[src/rtl/mem_port_arbiter.sv]
// Shares one 32-bit memory port between instruction fetch (read-only) and the memory stage.
// Define MEM_ARB_RR_EN for round-robin arbitration; otherwise ME_PRIORITY selects a fixed winner.
module mem_port_arbiter #(
  parameter int unsigned ADDR_W      = 32,
  parameter bit          ME_PRIORITY = 1'b1
) (
  input  logic              clk,
  input  logic              rst,
  input  logic              if_req_i,
  input  logic [ADDR_W-1:0] if_addr_i,
  output logic [31:0]       if_data_o,
  output logic              if_busy_o,
  output logic              if_done_o,
  input  logic              me_r_enable_i,
  input  logic              me_w_enable_i,
  input  logic [3:0]        me_w_mask_i,
  input  logic [31:0]       me_w_data_i,
  input  logic [ADDR_W-1:0] me_addr_i,
  output logic [31:0]       me_r_data_o,
  output logic              me_busy_o,
  output logic              me_done_o,
  output logic              mem_req_o,
  output logic              mem_we_o,
  output logic [3:0]        mem_mask_o,
  output logic [ADDR_W-1:0] mem_addr_o,
  output logic [31:0]       mem_wdata_o,
  input  logic              mem_ack_i,
  input  logic              mem_rvalid_i,
  input  logic [31:0]       mem_rdata_i
);

  typedef enum logic [1:0] {S_IDLE, S_REQ, S_RESP, S_DONE} state_e;

  state_e            state_q;
  logic              owner_me_q;
  logic              busy_q;
  logic              mem_req_q;
  logic              we_q;
  logic [3:0]        mask_q;
  logic [ADDR_W-1:0] addr_q;
  logic [31:0]       wdata_q;
  logic [31:0]       if_data_q;
  logic [31:0]       me_data_q;
  logic              if_done_q;
  logic              me_done_q;
`ifdef MEM_ARB_RR_EN
  logic              last_me_q;
`endif

  logic              me_req;
  logic              grant_me;
  logic              grant_we;
  logic [ADDR_W-1:0] grant_addr;
  logic              rv_fire;

  // Arbitration and response qualification
  always_comb begin
    me_req = me_r_enable_i | me_w_enable_i;
`ifdef MEM_ARB_RR_EN
    grant_me = me_req & (~if_req_i | ~last_me_q);
`else
    grant_me = me_req & (~if_req_i | ME_PRIORITY);
`endif
    grant_we   = grant_me & me_w_enable_i;
    grant_addr = grant_me ? me_addr_i : if_addr_i;
    // rvalid counts only once the request has been accepted
    rv_fire    = mem_rvalid_i & ((state_q == S_RESP) | ((state_q == S_REQ) & mem_ack_i));
  end

  always_ff @(posedge clk) begin
    if (rst) begin
      state_q    <= S_IDLE;
      owner_me_q <= 1'b0;
      busy_q     <= 1'b0;
      mem_req_q  <= 1'b0;
      we_q       <= 1'b0;
      mask_q     <= 4'b0000;
      addr_q     <= '0;
      wdata_q    <= 32'h0;
      if_data_q  <= 32'h0;
      me_data_q  <= 32'h0;
      if_done_q  <= 1'b0;
      me_done_q  <= 1'b0;
`ifdef MEM_ARB_RR_EN
      last_me_q  <= 1'b0;
`endif
    end else begin
      if_done_q <= 1'b0;
      me_done_q <= 1'b0;
      case (state_q)
        S_IDLE: begin
          if (if_req_i | me_req) begin
            owner_me_q <= grant_me;
            we_q       <= grant_we;
            mask_q     <= grant_we ? me_w_mask_i : 4'b0000;
            wdata_q    <= grant_we ? me_w_data_i : 32'h0;
            addr_q     <= {grant_addr[ADDR_W-1:2], 2'b00};
            mem_req_q  <= 1'b1;
            busy_q     <= 1'b1;
            state_q    <= S_REQ;
          end
        end
        S_REQ: begin
          if (mem_ack_i) begin
            mem_req_q <= 1'b0;
            state_q   <= S_RESP;
          end
        end
        S_RESP: ;
        S_DONE: begin
          busy_q  <= 1'b0;
          state_q <= S_IDLE;
`ifdef MEM_ARB_RR_EN
          last_me_q <= owner_me_q;
`endif
        end
        default: state_q <= S_IDLE;
      endcase

      // Completion overrides the REQ->RESP step when ack and rvalid coincide
      if (rv_fire) begin
        state_q   <= S_DONE;
        if_done_q <= ~owner_me_q;
        me_done_q <= owner_me_q;
        if (!we_q) begin
          if (owner_me_q) me_data_q <= mem_rdata_i;
          else            if_data_q <= mem_rdata_i;
        end
      end
    end
  end

  assign if_data_o   = if_data_q;
  assign if_busy_o   = busy_q;
  assign if_done_o   = if_done_q;
  assign me_r_data_o = me_data_q;
  assign me_busy_o   = busy_q;
  assign me_done_o   = me_done_q;
  assign mem_req_o   = mem_req_q;
  assign mem_we_o    = we_q;
  assign mem_mask_o  = mask_q;
  assign mem_addr_o  = addr_q;
  assign mem_wdata_o = wdata_q;

endmodule
[config.mk]
export PLATFORM = sky130hd
export DESIGN_NAME = mem_port_arbiter
export DESIGN_NICKNAME = d
export VERILOG_FILES = /design/src/rtl/mem_port_arbiter.sv
export SDC_FILE = /design/constraint.sdc
export NUM_CORES = 1
export LEC_CHECK = 0
export ABC_AREA = 1
export BUFFER_PORTS_ARGS = -buffer_cell sky130_fd_sc_hd__buf_2
export CORE_ASPECT_RATIO = 2
export CORE_MARGIN = 4
export CORE_UTILIZATION = 46
export DETAILED_ROUTE_END_ITERATION = 8
export HOLD_SLACK_MARGIN = 0.1
export PLACE_DENSITY = 0.87
export SETUP_SLACK_MARGIN = 0.05
export SYNTH_ARGS = -nofsm -noshare
export SYNTH_HDL_FRONTEND = slang
export SYNTH_SLANG_ARGS = --single-unit
[constraint.sdc]
create_clock -name clk -period 2 [get_ports clk]
set_input_delay 0.1 -clock clk [delete_from_list [all_inputs] [get_ports clk]]
set_output_delay 0.1 -clock clk [all_outputs]
set_load 0.02 [all_outputs]
==> reports/metrics.yaml, run 1 <==
placed_design:
  gp_congestion: 0.918
  port_buffers: 270
  hpwl_um: 11600
  dp_cells: 1172
route:
  antenna_left: 0
  route.detailed.wl_per_inst_um: 17.0
  drcViolationCount: 0
  drt_iter0_markers: 467
  vias: 7006
  totalWireLength_um: 22600
  drt_first_pass_iters: 5
  via_per_inst: 5.26
power_and_ir_drop:
  power_density_mw_per_mm2: 1150
  p_leak_nw: 4.53
  irDropWorstVdd_mv: 0.795
run_status:
  outcome: "completed"
clock_tree:
  clk_latency_ns: 0.41
  cts-htree-levels: 4
  cts.clk_slew.worst_paths_ns: 0.06
  cts_buffers: 17
  cts_tree: "yes"
  postCtsSetupRepairBufs: 0
  clk_path_buf_depth: 2
  cts_sinks: 138
  clockRootBuffer: "clkbuf_16"
global_route:
  first_global_vias: 7253
  grt_max_degree: 103
  grt_pass1_wl_um: 35500
  antenna_found_initial: 0
  grt.overflow.total: 0
  grtUsageTotal_pct: 32.4
critical_path:
  critPathCaptureType: "flop"
  critical_path_required_ns: 2.33
  critical_path_class: "flop to flop"
  cp-start-kind: "flop"
  crit_buf_inv: 2
  cp-startpoint: "state_q[1]"
  slowest_stage: "dfxtp_1"
  r2r_start: "state_q[1]"
  path_cells: "inv_1, ha_1, nand2_2, nor2_4, buf_12, nand2_1, a21oi_1"
  crit_family: "simple AND/OR/NAND/NOR gates"
  cp_slowest_stage_delay_ns: 0.32
  arrival_ns: 2.12
  path_max_fanout: 28
timing:
  fin_crit_sh_pct: 89.2
  slew_viol_final: 0
  min_period_ns: 1.78
  slew_headroom_pct: 33.1
  setup_tns_ns: 0
  finalSetupViolCount: 0
  fin_worst_skew_ns: 0.00825
  hold_viol: 0
  rsz0062_at_grt: "false"
  worst_pin_slew_ns: 1.00
  fmax_mhz: 561
yosys:
  synth_cell_types: 24
  synth_cells: 791
  syn-cell-area_mm2: 0.00556
  synth_warnings: 0
  synthTopCellsByArea: "dfxtp_1 50%, nand2_1 22%, a21oi_1 9.1%"
  syn_avg_cell_area_um2: 7.03
  synth_top_area_share_pct: 49.7
  yosys.area.top_type: "dfxtp_1"
  ys_seq_area_share_pct: 49.7
  synth_seq_cells: 138
floorplan:
  die_h_um: 164
  die_x_um: 85.8
  start_util_pct: 47.3
  pin_count: 277
  placementRows: 56
  die-area_mm2: 0.0140
  core_mm2: 0.0118
final_layout:
  layout.cells.non_filler: 1333
  nNetsFinal: 1318
  areaGrowthSynthToFinish_pct: 60.2
  final_cell_mix: "333 x nand2_1, 269 x buf_2, 138 x dfxtp_1, 128 x dlygate4sd3_1, 101 x a21oi_1"
  layout_commonest_cell: "nand2_1"
  drive_gt1_share_pct: 27.5
hold_path:
  hold_start: "if_addr_i[16]"
  holdCritPathClass: "primary input to flop"
job:
  cap_violations: 0
[synth_stat cells]
cell / number
nand2_1: 333
dfxtp_1: 138
a21oi_1: 101
nor2_1: 69
inv_1: 42
nand3_1: 34
buf_2: 25
clkbuf_1: 16
buf_4: 6
ha_1: 5
buf_6: 4
nor3_1: 3
inv_2: 2
nand2_2: 2
nor2_4: 2
a21boi_2: 1
clkinv_1: 1
conb_1: 1
nand4_1: 1
nand4_2: 1
o211ai_1: 1
o21a_1: 1
o21ai_0: 1
or2_2: 1
[logic make-up after synthesis]
| kind of cell | count (synthesis) | synth area share, % |
|---|---|---|
| and+or+nand+nor | 446 | 31.5 |
| DFF | 138 | 49.7 |
| AOI/OAI and AO/OA | 105 | 9.65 |
| buffers and inverters | 96 | 7.98 |
| adders and majority gates | 5 | 1.12 |
| other | 1 | 0.0674 |
[final timing paths]
path                           to  slack [ns]  cells after the start
setup / recovery  mem_wdata_o[18]        0.22                      7
hold / removal     mem_addr_o[16]        0.11                      5
setup reg to reg  mem_wdata_o[18]        0.22                      7
hold reg to reg    me_r_data_o[8]        0.46                      2
[power breakdown]
group	switching (mW)	internal [mW]	total, mW
logic	2.31	1.24	3.55
registers	0.256	3.22	3.47
clock network	1.22	2.04	3.26
[routing by layer]
| layer | vias up | share of wire, % | GRT usage, % |
|---|---|---|---|
| met1 | 3135 | 33 | 32.9 |
| met5 | - | 0 | 0 |
| met3 | 154 | 8.4 | 9.89 |
| met2 | 499 | 51 | 54.6 |
| li1 | 3218 | - | - |
| met4 | 0 | 7.5 | 24.4 |
[sequential cells by signal, summed over array words and instances (netlist names)]
signal       flops
me_r_data_o     32
mem_wdata_o     32
state_q          2
mem_we_o         1
if_data_o       32
if_done_o        1
me_done_o        1
if_busy_o        1
mem_mask_o       4
mem_req_o        1
owner_me_q       1
mem_addr_o      30
[worst reg2reg max path: stages (launching register included)]
cell and delay [ns]:
dfxtp_1 0.32, inv_1 0.12, ha_1 0.28, nand2_2 0.28, nor2_4 0.21, buf_12 0.20, nand2_1 0.12, a21oi_1 0.18
[final cells by class]
class,count,area (um^2)
Antenna cell,1,2.50
Clock buffer,20,457
Fill cell,716,2860
Tap cell,145,181
Inverter,45,169
Multi-Input combinational cell,558,2360
Sequential cell,138,2760
Timing Repair Buffer,414,2820
Clock inverter,12,163
[stage by stage]
step                      setup slack (ns)  hold slack [ns]  power (mW)  util [%]  cell area, um^2
after floorplan                      0.559            0.235        5.64         -             5570
after global placement               0.373            0.338        6.60      59.6             7010
after detailed placement             0.324            0.348        6.67      59.6             7010
after CTS                            0.291            0.117        10.1      75.7             8910
after global routing                0.0759            0.130        10.8      75.7             8910
final                                0.216            0.113        10.3      75.7             8920
[what timing repair did]
item	in CTS	in global routing
resized for setup	0	0
hold buffers	128	0
endpoints found under the hold margin	132	0
Power figures use the tool's default switching activity.
==> run 2: changes to the inputs <==
--- a/config.mk
+++ b/config.mk
@@ -6,13 +6,13 @@
 export NUM_CORES = 1
 export LEC_CHECK = 0
 export ABC_AREA = 1
-export BUFFER_PORTS_ARGS = -buffer_cell sky130_fd_sc_hd__buf_2
 export CORE_ASPECT_RATIO = 2
 export CORE_MARGIN = 4
-export CORE_UTILIZATION = 46
+export CORE_UTILIZATION = 50
 export DETAILED_ROUTE_END_ITERATION = 8
+export DONT_BUFFER_PORTS = 1
 export HOLD_SLACK_MARGIN = 0.1
-export PLACE_DENSITY = 0.87
+export PLACE_DENSITY = 0.72
 export SETUP_SLACK_MARGIN = 0.05
 export SYNTH_ARGS = -nofsm -noshare
 export SYNTH_HDL_FRONTEND = slang
==> constraint.sdc (replaced) <==
create_clock -name clk -period 2.2 [get_ports clk]
set_input_delay 0.11 -clock clk [delete_from_list [all_inputs] [get_ports clk]]
set_output_delay 0.11 -clock clk [all_outputs]
set_load 0.02 [all_outputs]
==> run 2 against run 1 <==
Register-to-register slack improved by 0.16 ns. First-iteration DRC count down 32%. Die area is 7.4% lower. Non-clock buffer count down 268. Hold slack worse by 0.0016 ns. Clock power down 16%. Power decreased by 18%. Highest routed layer unchanged.
==> reports/metrics.yaml, run 2 (same netlist as run 1, synthesis figures left out) <==
run_status:
  outcome: "completed"  # unchanged
floorplan:
  pin_count: 277  # unchanged
  die_h_um: 157  # was 164 um
  die_x_um: 82.6  # was 85.8 um
  placementRows: 54  # was 56
  core_mm2: 0.0109  # was 0.0118 mm^2
  start_util_pct: 51.2  # was 47.3%
  die-area_mm2: 0.0130  # was 0.0140 mm^2
critical_path:
  path_max_fanout: 31  # was 28
  arrival_ns: 2.11  # was 2.12 ns
  cp-start-kind: "primary input"  # was flop
  critPathCaptureType: "flop"  # unchanged
  critical_path_required_ns: 2.47  # was 2.33 ns
  critical_path_class: "primary input to flop"  # was flop to flop
timing:
  slew_headroom_pct: 33.0  # was 33.1%
  fin_worst_skew_ns: 0.00947  # was 0.00825 ns
  min_period_ns: 1.84
  finalSetupViolCount: 0  # unchanged
  fin_crit_sh_pct: 83.6
  hold_viol: 0  # unchanged
  setup_tns_ns: 0  # unchanged
  worst_pin_slew_ns: 1.00  # about the same
  rsz0062_at_grt: "false"  # unchanged
  slew_viol_final: 0  # unchanged
  fmax_mhz: 544
final_layout:
  final_util_pct: 69.2  # was 75.7%
  drive_gt1_share_pct: 5.34  # was 27.5%
  nNetsFinal: 1050  # was 1,318
  areaGrowthSynthToFinish_pct: 35.3  # was 60.2%
  final_cell_mix: "333 x nand2_1, 138 x dfxtp_1, 136 x dlygate4sd3_1, 101 x a21oi_1, 68 x nor2_1"  # was 333 x nand2_1, 269 x buf_2, 138 x dfxtp_1, 128 x dlygate4sd3_1, 101 x a21oi_1
  layout_commonest_cell: "nand2_1"  # unchanged
clock_tree:
  cts.clk_slew.worst_paths_ns: 0.06  # about the same
  clk_latency_ns: 0.40  # was 0.41 ns
  cts_sinks: 138  # unchanged
  cts_buffers: 17  # unchanged
  clk_path_buf_depth: 2  # unchanged
  cts_tree: "yes"  # unchanged
  cts-htree-levels: 4  # unchanged
  cts_resized: 0  # unchanged
  clockRootBuffer: "clkbuf_16"  # unchanged
power_and_ir_drop:
  p_leak_nw: 3.25  # was 4.53 nW
  pwr-share-comb_pct: 23.3  # was 34.5%
  power_frac_seq_pct: 44.4  # was 33.8%
  clkPwrFrac_pct: 32.3  # was 31.7%
  swShare_pct: 37.0  # was 36.8%
  irDropWorstVdd_mv: 0.907  # was 0.795 mV
  p_int_mw: 5.34  # was 6.50 mW
  p_switching_mw: 3.13  # was 3.78 mW
  power_density_mw_per_mm2: 1130  # was 1150 mW/mm^2
route:
  route.detailed.wl_per_inst_um: 17.4  # was 17.0 um
  drt_first_pass_iters: 8  # was 5
  vias: 5740  # was 7,006
  via_per_inst: 5.42  # was 5.26
  totalWireLength_um: 18500  # was 22,600 um
  antenna_left: 0  # unchanged
  drcViolationCount: 0  # unchanged
  drt_iter0_markers: 317  # was 467
global_route:
  grt.overflow.total: 0  # unchanged
  antenna_found_initial: 0  # unchanged
  grt_max_degree: 104  # was 103
  grt_pass1_wl_um: 27400  # was 35,500 um
  grtUsageTotal_pct: 27.4  # was 32.4%
  first_global_vias: 5677  # was 7,253
placed_design:
  hpwl_um: 10700  # was 11,600 um
  port_buffers: 0  # was 270
  gp_congestion: 0.826  # was 0.918
job:
  cap_violations: 0  # unchanged
hold_path:
  holdCritPathClass: "primary input to flop"  # unchanged
run 2: changes by cell type in the layout (fill, tap and decap cells not counted), sizes merged:
cell,before,now
buf,286,10
dlygate4sd3,128,136
clkinv,6,8
bufinv,3,2
clkinvlp,2,1
diode,1,2
inv,46,45
run 2: power groups by stage:
stage	sequential [mW]	combinational, mW	clock, mW
4_1_cts	3.76	1.92	2.79
5_1_grt	3.81	2.21	2.91
3_3_place_gp	3.80	1.57	0
3_5_place_dp	3.81	1.65	0
2_1_floorplan	3.67	1.46	0
6_report	3.77	1.97	2.74
run 2: repair_timing:
item,CTS,global route
setup endpoints to repair,0,0
endpoints found under the hold margin,138,0
hold buffers,137,0
buffers inserted,0,0
run 2: final cells by class:
class,instances,area [um^2]
inverter,45,169
fill,797,3350
sequential,138,2760
multi-input combinational,558,2360
clock inverter,11,123
antenna,2,5.00
timing repair buffer,146,1480
clock buffer,20,447
tap,140,175
run 2: routing by layer:
| layer | vias to the layer above | track usage [%] | share of wire, % |
|---|---|---|---|
| met4 | 0 | 17.7 | 5.1 |
| met5 | - | 0 | 0 |
| met1 | 2597 | 26.8 | 33 |
| li1 | 2678 | - | - |
| met2 | 377 | 47.3 | 51 |
| met3 | 88 | 9.45 | 10 |
run 2: worst max-delay path, stage by stage:
cell           delay, ns
nor2_4              0.35
inv_1               0.57
nand2_1             0.21
nand2_1             0.11
dlygate4sd3_1       0.60
nand2_1             0.08
a21oi_1             0.06
run 2: metrics by stage:
| step | area, um^2 | cells | total power [mW] | setup WS (ns) | hold WS, ns |
|---|---|---|---|---|---|
| final | 7530 | 1060 | 8.48 | 0.362 | 0.111 |
| after detailed placement | 5560 | 890 | 5.46 | 0.457 | 0.194 |
| after global routing | 7520 | 1058 | 8.93 | 0.246 | 0.128 |
| after floorplan | 5570 | 792 | 5.13 | 0.759 | 0.245 |
| after global placement | 5560 | 890 | 5.37 | 0.552 | 0.190 |
| after CTS | 7520 | 1058 | 8.48 | 0.443 | 0.122 |
run 2: worst paths after layout:
path	start	to	slack, ns	cells after the start
setup reg to reg	state_q[1]	me_r_data_o[21]	0.38	10
hold reg to reg	owner_me_q	if_done_o	0.48	1
setup / recovery	me_r_enable_i	mem_addr_o[30]	0.36	7
hold / removal	rst	me_r_data_o[29]	0.11	2
==> run 3: changes to the inputs <==
--- a/config.mk
+++ b/config.mk
@@ -5,14 +5,14 @@
 export SDC_FILE = /design/constraint.sdc
 export NUM_CORES = 1
 export LEC_CHECK = 0
-export ABC_AREA = 1
+export ABC_AREA = 0
 export CORE_ASPECT_RATIO = 2
 export CORE_MARGIN = 4
 export CORE_UTILIZATION = 50
 export DETAILED_ROUTE_END_ITERATION = 8
 export DONT_BUFFER_PORTS = 1
 export HOLD_SLACK_MARGIN = 0.1
-export PLACE_DENSITY = 0.72
+export PLACE_DENSITY = 0.75
 export SETUP_SLACK_MARGIN = 0.05
 export SYNTH_ARGS = -nofsm -noshare
 export SYNTH_HDL_FRONTEND = slang
==> constraint.sdc (replaced) <==
create_clock -name clk -period 1.5 [get_ports clk]
set_input_delay 0.075 -clock clk [delete_from_list [all_inputs] [get_ports clk]]
set_output_delay 0.075 -clock clk [all_outputs]
set_load 0.02 [all_outputs]
==> run 3 against run 2 <==
The run now ends with DRC, hold timing, setup timing left. Setup slack worse by 0.39 ns. Routed wire length is 9.3% lower. Global-route usage shrank 4.4 points. Synthesized area fell by 1.5%. Clock skew is 0.0033 ns higher. Flip-flop and latch count is the same. Largest power group unchanged.
==> reports/metrics.yaml, run 3 <==
final_layout:
  areaGrowthSynthToFinish_pct: 18.3  # was 35.3%
  layout_commonest_cell: "dfxtp_1"  # was nand2_1
  final_util_pct: 61.2  # was 69.2%
  drive_gt1_share_pct: 12.0  # was 5.34%
  diodes: 0  # was 2
  seq_area_mm2: 0.00277  # was 0.00276 mm^2
  final_cell_mix: "136 x dfxtp_1, 103 x a21oi_1, 101 x nand3_1, 86 x o21ai_0, 69 x nand2_1"  # was 333 x nand2_1, 138 x dfxtp_1, 136 x dlygate4sd3_1, 101 x a21oi_1, 68 x nor2_1
  nNetsFinal: 798  # was 1,050
  multi_input_area_mm2: 0.00248  # was 0.00236 mm^2
  fill_cells: 876  # was 797
clock_tree:
  clk_latency_ns: 0.41  # was 0.40 ns
  cts_sinks: 138  # unchanged
  cts_buffers: 17  # unchanged
  cts_tree: "yes"  # unchanged
  clockRootBuffer: "clkbuf_16"  # unchanged
  cts-htree-levels: 4  # unchanged
  cts.clk_slew.worst_paths_ns: 0.06  # about the same
  clk_path_buf_depth: 2  # unchanged
placed_design:
  hpwl_um: 10500  # was 10,700 um
  gp_congestion: 0.755  # was 0.826
  port_buffers: 0  # unchanged
floorplan:
  die_x_um: 82.0  # was 82.6 um
  start_util_pct: 51.7  # was 51.2%
  pin_count: 277  # unchanged
  die-area_mm2: 0.0128  # was 0.0130 mm^2
  die_h_um: 156  # was 157 um
  core_mm2: 0.0106  # was 0.0109 mm^2
  placementRows: 53  # was 54
power_and_ir_drop:
  p_int_mw: 8.43  # was 5.34 mW
  finalPower_mw: 13.7  # was 8.48 mW
  swShare_pct: 38.5  # was 37.0%
  p_leak_nw: 2.21  # was 3.25 nW
  p_switching_mw: 5.28  # was 3.13 mW
  pwr-share-comb_pct: 31.0  # was 23.3%
  power_density_mw_per_mm2: 2110  # was 1130 mW/mm^2
  irDropWorstVdd_mv: 1.14  # was 0.907 mV
  clkPwrFrac_pct: 29.2  # was 32.3%
  power_frac_seq_pct: 39.8  # was 44.4%
yosys:
  syn_avg_cell_area_um2: 8.15  # was 7.03 um^2
  synth_cells: 673  # was 791
  synthTopCellsByArea: "dfxtp_1 50%, a21oi_1 9.4%, nand3_1 9.2%"  # was dfxtp_1 50%, nand2_1 22%, a21oi_1 9.1%
  synth_edf_count: 0  # unchanged
  synth_most_common_cell: "dfxtp_1"  # was nand2_1
  ys.flop_type: "dfxtp_1"  # unchanged
  synth_warnings: 0  # unchanged
  synth_cell_types: 31  # was 24
  synth_seq_cells: 138  # unchanged
  ys_seq_area_share_pct: 50.4  # was 49.7%
  synth_commonest_cells: "138 x dfxtp_1, 103 x a21oi_1, 101 x nand3_1"  # was 333 x nand2_1, 138 x dfxtp_1, 101 x a21oi_1
  async_reset_ff_share_pct: 0  # unchanged
  syn-cell-area_mm2: 0.00548  # was 0.00556 mm^2
  yosys.area.top_type: "dfxtp_1"  # unchanged
  synth_top_area_share_pct: 50.4  # was 49.7%
run_status:
  outcome: "finished, violations left"  # was completed
  violations: "DRC, hold timing, setup timing"
global_route:
  grtUsageTotal_pct: 23.0  # was 27.4%
  grt_pass1_wl_um: 23200  # was 27,400 um
  first_global_vias: 4762  # was 5,677
  grt_max_degree: 137  # was 104
  antenna_found_initial: 0  # unchanged
  grt.overflow.total: 0  # unchanged
route:
  antenna_left: 0  # unchanged
  totalWireLength_um: 16700  # was 18,500 um
  route.detailed.wl_per_inst_um: 20.8  # was 17.4 um
  vias: 5057  # was 5,740
  drt_iter0_markers: 340  # was 317
  drcViolationCount: 1  # was 0
  drt_first_pass_iters: 8  # unchanged
  via_per_inst: 6.29  # was 5.42
critical_path:
  path_max_fanout: 5  # was 31
  arrival_ns: 1.84  # was 2.11 ns
  r2r_setup_slack_ns: -0.03  # was 0.38 ns
  critical_path_class: "flop to flop"  # was primary input to flop
  critical_path_required_ns: 1.81  # was 2.47 ns
  cp-start-kind: "flop"  # was primary input
  critPathCaptureType: "flop"  # unchanged
timing:
  fmax_mhz: 653
  finalSetupViolCount: 4  # was 0
  fin_crit_sh_pct: 102
  hold_viol: 135  # was 0
  min_period_ns: 1.53
  timing.final.ws_setup_ns: -0.0318  # was 0.362 ns
  slew_viol_final: 0  # unchanged
  rsz0062_at_grt: "true"  # was false
  fin_worst_skew_ns: 0.0128  # was 0.00947 ns
  holdWs_ns: -0.266  # was 0.111 ns
hold_path:
  holdCritPathClass: "primary input to flop"  # unchanged
job:
  cap_violations: 0  # unchanged
run 3: cells by family after synthesis:
kind of cell / count (synthesis) / synth area share (%)
AO/OA/AOI/OAI: 240 / 24.9
AND/OR/NAND/NOR: 212 / 17.5
adder cells (fa/ha/maj): 5 / 1.14
flip-flops: 138 / 50.4
other: 1 / 0.0684
buffers and inverters: 77 / 5.98
run 3: repair_timing:
action,in CTS,in global routing
buffers inserted,2,2
cloned,0,6
setup endpoints to repair,41,99
gates resized for setup,2,9
hold buffers,4,1
pin swaps,0,10
endpoints found under the hold margin,138,136
run 3: area by class of cell:
class | count | area share (%)
Timing Repair Buffer | 34 | 7.33
Inverter | 4 | 0.270
Clock buffer | 19 | 6.83
Sequential cell | 138 | 42.7
Tap cell | 137 | 2.64
Multi-Input combinational cell | 459 | 38.2
Clock inverter | 13 | 2.04
run 3: path summary, 6_finish.rpt:
| path | startpoint | to | cells past startpoint |
|---|---|---|---|
| worst max-delay path | state_q[0] | state_q[0] | 5 |
| worst min-delay path | rst | mem_addr_o[30] | 1 |
| worst max register to register | state_q[0] | state_q[0] | 5 |
| worst min register to register | mem_wdata_o[0] | mem_wdata_o[0] | 2 |
run 3: worst max-delay path, stage by stage (launching register included):
cell and delay [ns]:
dfxtp_4 0.36, inv_4 0.07, ha_4 0.13, or4b_4 0.50
o21a_4 0.16, o311ai_4 0.20
run 3: metrics by stage:
stage	std cells	hold slack, ns	cell area (um^2)	setup TNS (ns)	worst slack (ns)
floorplan	674	0.223	5510	0	0.0358
detailed placement	757	0.159	5630	-0.101	-0.0595
global route	804	-0.280	6490	-1.27	-0.0825
CTS	795	-0.279	6270	-0.0801	-0.0480
global placement	757	0.156	5630	0	0.0405
finish	804	-0.266	6490	-0.0860	-0.0318
run 3: metal layers:
metal  track usage, %  up-vias  wire length [um]
li1                 -     2354                 -
met4             11.6        0               738
met2             40.2      303              8900
met3             7.46       58              1690
met1             23.9     2342              5410
met5                0        -                 0
run 3: power by group through the flow:
stage | Sequential [mW] | Combinational (mW) | Clock, mW
floorplan | 5.40 | 2.50 | 0
global placement | 5.52 | 3.19 | 0
detailed placement | 5.53 | 3.37 | 0
CTS | 5.47 | 3.41 | 4.09
global route | 5.53 | 4.60 | 4.27
finish | 5.46 | 4.26 | 4.00
